`config.mk`:
```
export PLATFORM = sky130hd
export DESIGN_NAME = reconciled_key_frame_reader
export DESIGN_NICKNAME = d
export VERILOG_FILES = /design/src/rtl/reconciled_key_frame_reader_pkg.sv /design/src/rtl/reconciled_key_frame_reader.sv
export SDC_FILE = /design/constraint.sdc
export NUM_CORES = 1
export LEC_CHECK = 0
export ABC_AREA = 1
export BUFFER_PORTS_ARGS = -buffer_cell sky130_fd_sc_hd__clkbuf_2
export CORE_MARGIN = 2
export CORE_UTILIZATION = 50
export CTS_CLUSTER_SIZE = 14
export DETAILED_ROUTE_END_ITERATION = 6
export GPL_TIMING_DRIVEN = 0
export PLACE_DENSITY = 0.9
export SETUP_SLACK_MARGIN = 0.15
export SLEW_MARGIN = 10
export SYNTH_ARGS = -nofsm -noshare
export SYNTH_HDL_FRONTEND = slang
export SYNTH_SLANG_ARGS = --single-unit
```
`constraint.sdc`:
```
create_clock -name clk -period 1.95 [get_ports clk]
set_input_delay 0.0975 -clock clk [delete_from_list [all_inputs] [get_ports clk]]
set_output_delay 0.0975 -clock clk [all_outputs]
set_load 0.005 [all_outputs]
```
`src/rtl/reconciled_key_frame_reader_pkg.sv`:
```
// Shared definitions for the reconciled-key frame reader: FSM encoding, widths,
// header sync byte and header-word helper.
`ifndef FRAME_ROUND_WIDTH
`define FRAME_ROUND_WIDTH 8
`endif

package reconciled_key_frame_reader_pkg;

  localparam int RKFR_ADDR_WIDTH   = 15;
  localparam int RKFR_DATA_WIDTH   = 64;
  localparam int RKFR_OFFSET_WIDTH = 15;
  localparam logic [7:0] RKFR_SYNC_BYTE = 8'hA5;

  typedef enum logic [2:0] {
    S_IDLE = 3'd0,
    S_HDR  = 3'd1,
    S_RD   = 3'd2,
    S_LAT  = 3'd3,
    S_HI   = 3'd4,
    S_LO   = 3'd5,
    S_DONE = 3'd6,
    S_DROP = 3'd7
  } rkfr_state_e;

  function automatic logic [31:0] rkfr_header_word(input logic [7:0]  round8,
                                                   input logic [15:0] len);
    return {RKFR_SYNC_BYTE, round8, len};
  endfunction

endpackage

```
`src/rtl/reconciled_key_frame_reader.sv`:
```
// Reads one frame of 64-bit reconciled key from BRAM port B and streams it as
// 32-bit words (high half first) into the PA input FIFO. Optional header word: RKFR_HEADER_EN.
`ifndef FRAME_ROUND_WIDTH
`define FRAME_ROUND_WIDTH 8
`endif

module reconciled_key_frame_reader
  import reconciled_key_frame_reader_pkg::*;
#(
  parameter int FRAME_WORDS = 16384,
  parameter int HALF_BASE   = 16384
) (
  input  logic                          clk,
  input  logic                          rst_n,
  input  logic                          start_read,
  input  logic                          ev_fail,
  input  logic                          addr_index,
  input  logic [`FRAME_ROUND_WIDTH-1:0] frame_round,
  output logic                          rk_clkb,
  output logic                          rk_enb,
  output logic                          rk_web,
  output logic [RKFR_ADDR_WIDTH-1:0]    rk_addrb,
  input  logic [RKFR_DATA_WIDTH-1:0]    rk_doutb,
  output logic                          pa_wr_clk,
  output logic                          pa_wr_en,
  output logic [31:0]                   pa_wr_din,
  input  logic                          pa_full,
  output logic                          busy,
  output logic                          frame_done,
  output logic                          frame_dropped,
  output rkfr_state_e                   dbg_state
);

  localparam logic [RKFR_OFFSET_WIDTH-1:0] LAST_OFFSET = RKFR_OFFSET_WIDTH'(FRAME_WORDS - 1);
  localparam logic [RKFR_ADDR_WIDTH-1:0]   HALF_BASE_A = RKFR_ADDR_WIDTH'(HALF_BASE);

`ifdef RKFR_HEADER_EN
  localparam rkfr_state_e FIRST_STATE = S_HDR;
  localparam logic [15:0] HDR_LEN     = 16'(2 * FRAME_WORDS);
  logic [`FRAME_ROUND_WIDTH-1:0] round_q;
`else
  localparam rkfr_state_e FIRST_STATE = S_RD;
  logic unused_round;
  assign unused_round = ^frame_round;
`endif

  rkfr_state_e                  state, state_nx;
  logic [RKFR_ADDR_WIDTH-1:0]   base_q;
  logic [RKFR_OFFSET_WIDTH-1:0] offset_q;
  logic [RKFR_DATA_WIDTH-1:0]   word_q;
  logic                         accept;

  // Requests arriving outside IDLE (including the DONE cycle) are ignored.
  assign accept = (state == S_IDLE) && start_read;

  always_ff @(posedge clk or negedge rst_n) begin
    if (!rst_n) state <= S_IDLE;
    else        state <= state_nx;
  end

  always_ff @(posedge clk or negedge rst_n) begin
    if (!rst_n) begin
      base_q   <= '0;
      offset_q <= '0;
      word_q   <= '0;
    end else begin
      if (accept) begin
        base_q   <= addr_index ? HALF_BASE_A : '0;
        offset_q <= '0;
      end
      if (state == S_LAT) word_q <= rk_doutb;
      if ((state == S_LO) && !pa_full && (offset_q != LAST_OFFSET))
        offset_q <= offset_q + 1'b1;
    end
  end

`ifdef RKFR_HEADER_EN
  always_ff @(posedge clk or negedge rst_n) begin
    if (!rst_n)      round_q <= '0;
    else if (accept) round_q <= frame_round;
  end
`endif

  always_comb begin
    state_nx  = state;
    rk_enb    = 1'b0;
    pa_wr_en  = 1'b0;
    pa_wr_din = '0;
    unique case (state)
      S_IDLE: if (start_read) state_nx = ev_fail ? S_DROP : FIRST_STATE;
`ifdef RKFR_HEADER_EN
      S_HDR: begin
        pa_wr_din = rkfr_header_word(8'(round_q), HDR_LEN);
        pa_wr_en  = !pa_full;
        if (!pa_full) state_nx = S_RD;
      end
`endif
      S_RD: begin
        rk_enb   = 1'b1;
        state_nx = S_LAT;
      end
      S_LAT: state_nx = S_HI;
      S_HI: begin
        pa_wr_din = word_q[63:32];
        pa_wr_en  = !pa_full;
        if (!pa_full) state_nx = S_LO;
      end
      S_LO: begin
        pa_wr_din = word_q[31:0];
        pa_wr_en  = !pa_full;
        if (!pa_full) state_nx = (offset_q == LAST_OFFSET) ? S_DONE : S_RD;
      end
      S_DONE:  state_nx = S_IDLE;
      S_DROP:  state_nx = S_IDLE;
      default: state_nx = S_IDLE;
    endcase
  end

  assign rk_clkb       = clk;
  assign pa_wr_clk     = clk;
  assign rk_web        = 1'b0;
  assign rk_addrb      = base_q + offset_q;
  assign busy          = (state != S_IDLE);
  assign frame_done    = (state == S_DONE);
  assign frame_dropped = (state == S_DROP);
  assign dbg_state     = state;

endmodule

```
==> flow_summary.toml <==
[clocking]
insertion_delay_ns = 0.46
cts_tree = "yes"
worst_setup_hold_path_clk_slew_ns = 0.08

[global_route]
overflow = 0
grt_start_max_net_pins = 55
wire_length_of_the_first_global_routing_pass_um = 19400
via_count_of_the_first_global_routing_pass = 3904
global_route.usage.total_pct = 29.3
antenna_violations_before_repair = 0

[timing]
final.setup.worst_slack_ns = 0.0595
setup-violations-final = 0
fmaxAchievable_mhz = 529
grt_setup_unrepaired = "true"
period_minus_ws_final_ns = 1.89
clock_skew_ns = 0.0158
timing_hold_violations_final = 0
report.final.slew_viol_count = 0
worst_hold_slack_ns = 0.107
layout_worst_path_cycle_share_pct = 96.9

[place]
dpl_worst_slack_ns = 0.139
post-dp-hpwl_um = 6930
postPlaceCellArea_um2 = 4820
buffer_ports.inserted = 126
globalplace.congestion = 0.888

[cells_and_area]
post-route-cell-area_um2 = 5900
syn2layout_area_growth_pct = 46.1
fin_util_pct = 75.9
mostFrequentLayoutCell = "clkbuf_2"
share_of_cells_above_drive_strength_1_pct = 44.8
fin_nets = 663
layout_common_cells = "clkbuf_2 (126), dfrtp_1 (81), dlygate4sd3_1 (67), mux2_2 (59), nand2_1 (46)"

[worst_setup_path]
critPathTopFamily = "buffers and inverters"
worstReg2RegEnd = "word_q[18]"
worst_setup_path_startpoint = "dbg_state[1]"
cp.buffers_inverters = 3
timing.critical_path.to_type = "output pin"
worstPathRequired_ns = 1.85
regToRegStartpoint = "dbg_state[1]"
regToRegSetupSlack_ns = 0.25
worstSetupPathDepth = 6
data_arrival_time_of_the_critical_path_ns = 1.79
worstRegToRegCells = 6
critical_path_destination = "pa_wr_din[31]"
timing.critical_path.slowest_cell_delay_ns = 0.41
critPathKind = "flip-flop to output pin"
startpoint_type_of_the_worst_setup_path = "flip-flop"
cp_max_fo = 10
crit_chain = "inv_2 -> nand2_4 -> nor2_4 -> buf_6 -> a22o_1 -> clkbuf_2"
critPathSlowestCell = "dfrtp_1"

[die]
dieArea_um2 = 8810
floorplan.rows = 32
start_util_pct = 52.0
die_height_um = 93.9
number_of_placed_i_o_pins = 136
floorplan.core_area_um2 = 7770
die_w_um = 93.9

[synth]
postSynthCellCount = 364
ys_seq_area_share_pct = 51.5
synth_register_bits = 83
mappedNetlistNets = 443
synth.yosys.warnings = 0
synthesis.area_um2 = 4040
synth_area_per_cell_um2 = 11.1
synthDistinctLibCells = 27

[power_and_ir_drop]
power.static_leakage_nw = 2.88
power.ir.vdd_worst_mv = 0.667
powerDensity_nw_per_um2 = 1250

[detailed_routing]
detail-route-antenna-nets = 0
drt-pass1-iter-count = 5
drtIter0Drc = 151
drc = 0
routed_wire_length_per_instance_um = 18.2
vias_per_cell = 5.38
num_vias = 3725
drt_wl_total_um = 12600

[outcome]
status = "complete, no violations"

[run]
cap_violations = 0

[min_path]
min-delay-path-class = "primary input to flip-flop"
logic make-up (layout without fill, tap and decap cells):
logic type,Yosys count,in the layout,synth area share [%]
and+or+nand+nor,114,114,12.4
buffers and inverters,49,274,7.56
other,1,2,0.0929
DFF,83,83,51.5
xor gates and xnor gates,6,6,1.30
adders and majority gates,1,1,0.310
muxes,65,65,18.1
AOI/OAI and AO/OA,45,45,8.71
flip-flops by register name (all words and copies together), names as in the netlist:
signal     cells
base_q         1
offset_q      15
dbg_state      3
word_q        64
cells in the mapped netlist (all sizes together):
cell type	instances	area, um2
nand3	31	155
dfrtp	83	2080
inv	16	60.1
mux2	65	732
xor2	6	52.6
nand4	3	18.8
ha	1	12.5
conb	1	3.75
o21bai	2	15.0
or2	2	12.5
o22ai	1	6.26
a22o	32	280
clkbuf	4	15.0
nor3	4	20.0
buf	29	230
o21ai	9	45.0
nand2	49	189
nor2	25	106
a21oi	1	5.00
where the power goes:
group          internal (mW)  leakage, nW  switching, mW
Sequential              2.47         1.00          0.526
Combinational           1.61         1.75           1.29
Clock                  0.726        0.130          0.759
repair_timing:
| action | in CTS | in global routing |
|---|---|---|
| pin swaps | 2 | 2 |
| endpoints found under the hold margin | 96 | 0 |
| resized for setup | 18 | 10 |
| hold buffers | 67 | 0 |
| buffers inserted | 6 | 3 |
| cloned | 2 | 0 |
| setup endpoints to repair | 40 | 47 |
worst min-delay path by stage:
| stage | start | depth (start not counted) | to | slack, ns |
|---|---|---|---|---|
| floorplan | rst_n | 0 | base_q[14] | -0.20 |
| finish | start_read | 3 | dbg_state[0] | 0.11 |
| global placement | clk | 2 | pa_wr_clk | 0.26 |
| detailed placement | rst_n | 1 | offset_q[9] | 0.10 |
| CTS | ev_fail | 5 | dbg_state[0] | 0.06 |
| global route | start_read | 3 | dbg_state[0] | 0.13 |
worst reg2reg max path, cell delays in order, from the launching register on:
cell	delay, ns
dfrtp_1	0.41
buf_4	0.14
buf_4	0.13
nand3_1	0.11
buf_4	0.22
buf_6	0.20
mux2_2	0.37
routing by layer:
layer	global-route usage, %	part of all wire, %	vias to the layer above
met4	18.7	4.7	0
li1	-	-	1690
met1	32.8	37	1799
met3	5.46	5.5	50
met2	51.1	53	186
met5	0	0	-
through the flow:
step	cells	power, mW	setup TNS, ns
global placement	592	5.26	-4.83
floorplan	364	4.51	0
finish	692	7.39	0
CTS	688	7.07	0
detailed placement	593	5.42	0
global route	691	7.74	0
final cells by class:
| cell class | instances | area, um2 |
|---|---|---|
| well taps | 102 | 128 |
| clock inverters | 6 | 46.3 |
| plain buffers | 33 | 297 |
| repair buffers | 203 | 1420 |
| fillers | 483 | 1870 |
| flip-flops and latches | 83 | 2080 |
| inverters | 16 | 60.1 |
| clock buffers | 16 | 193 |
| diodes | 1 | 2.50 |
| multi-input cells | 232 | 1680 |
No activity file was read; power rests on OpenSTA's default activity.
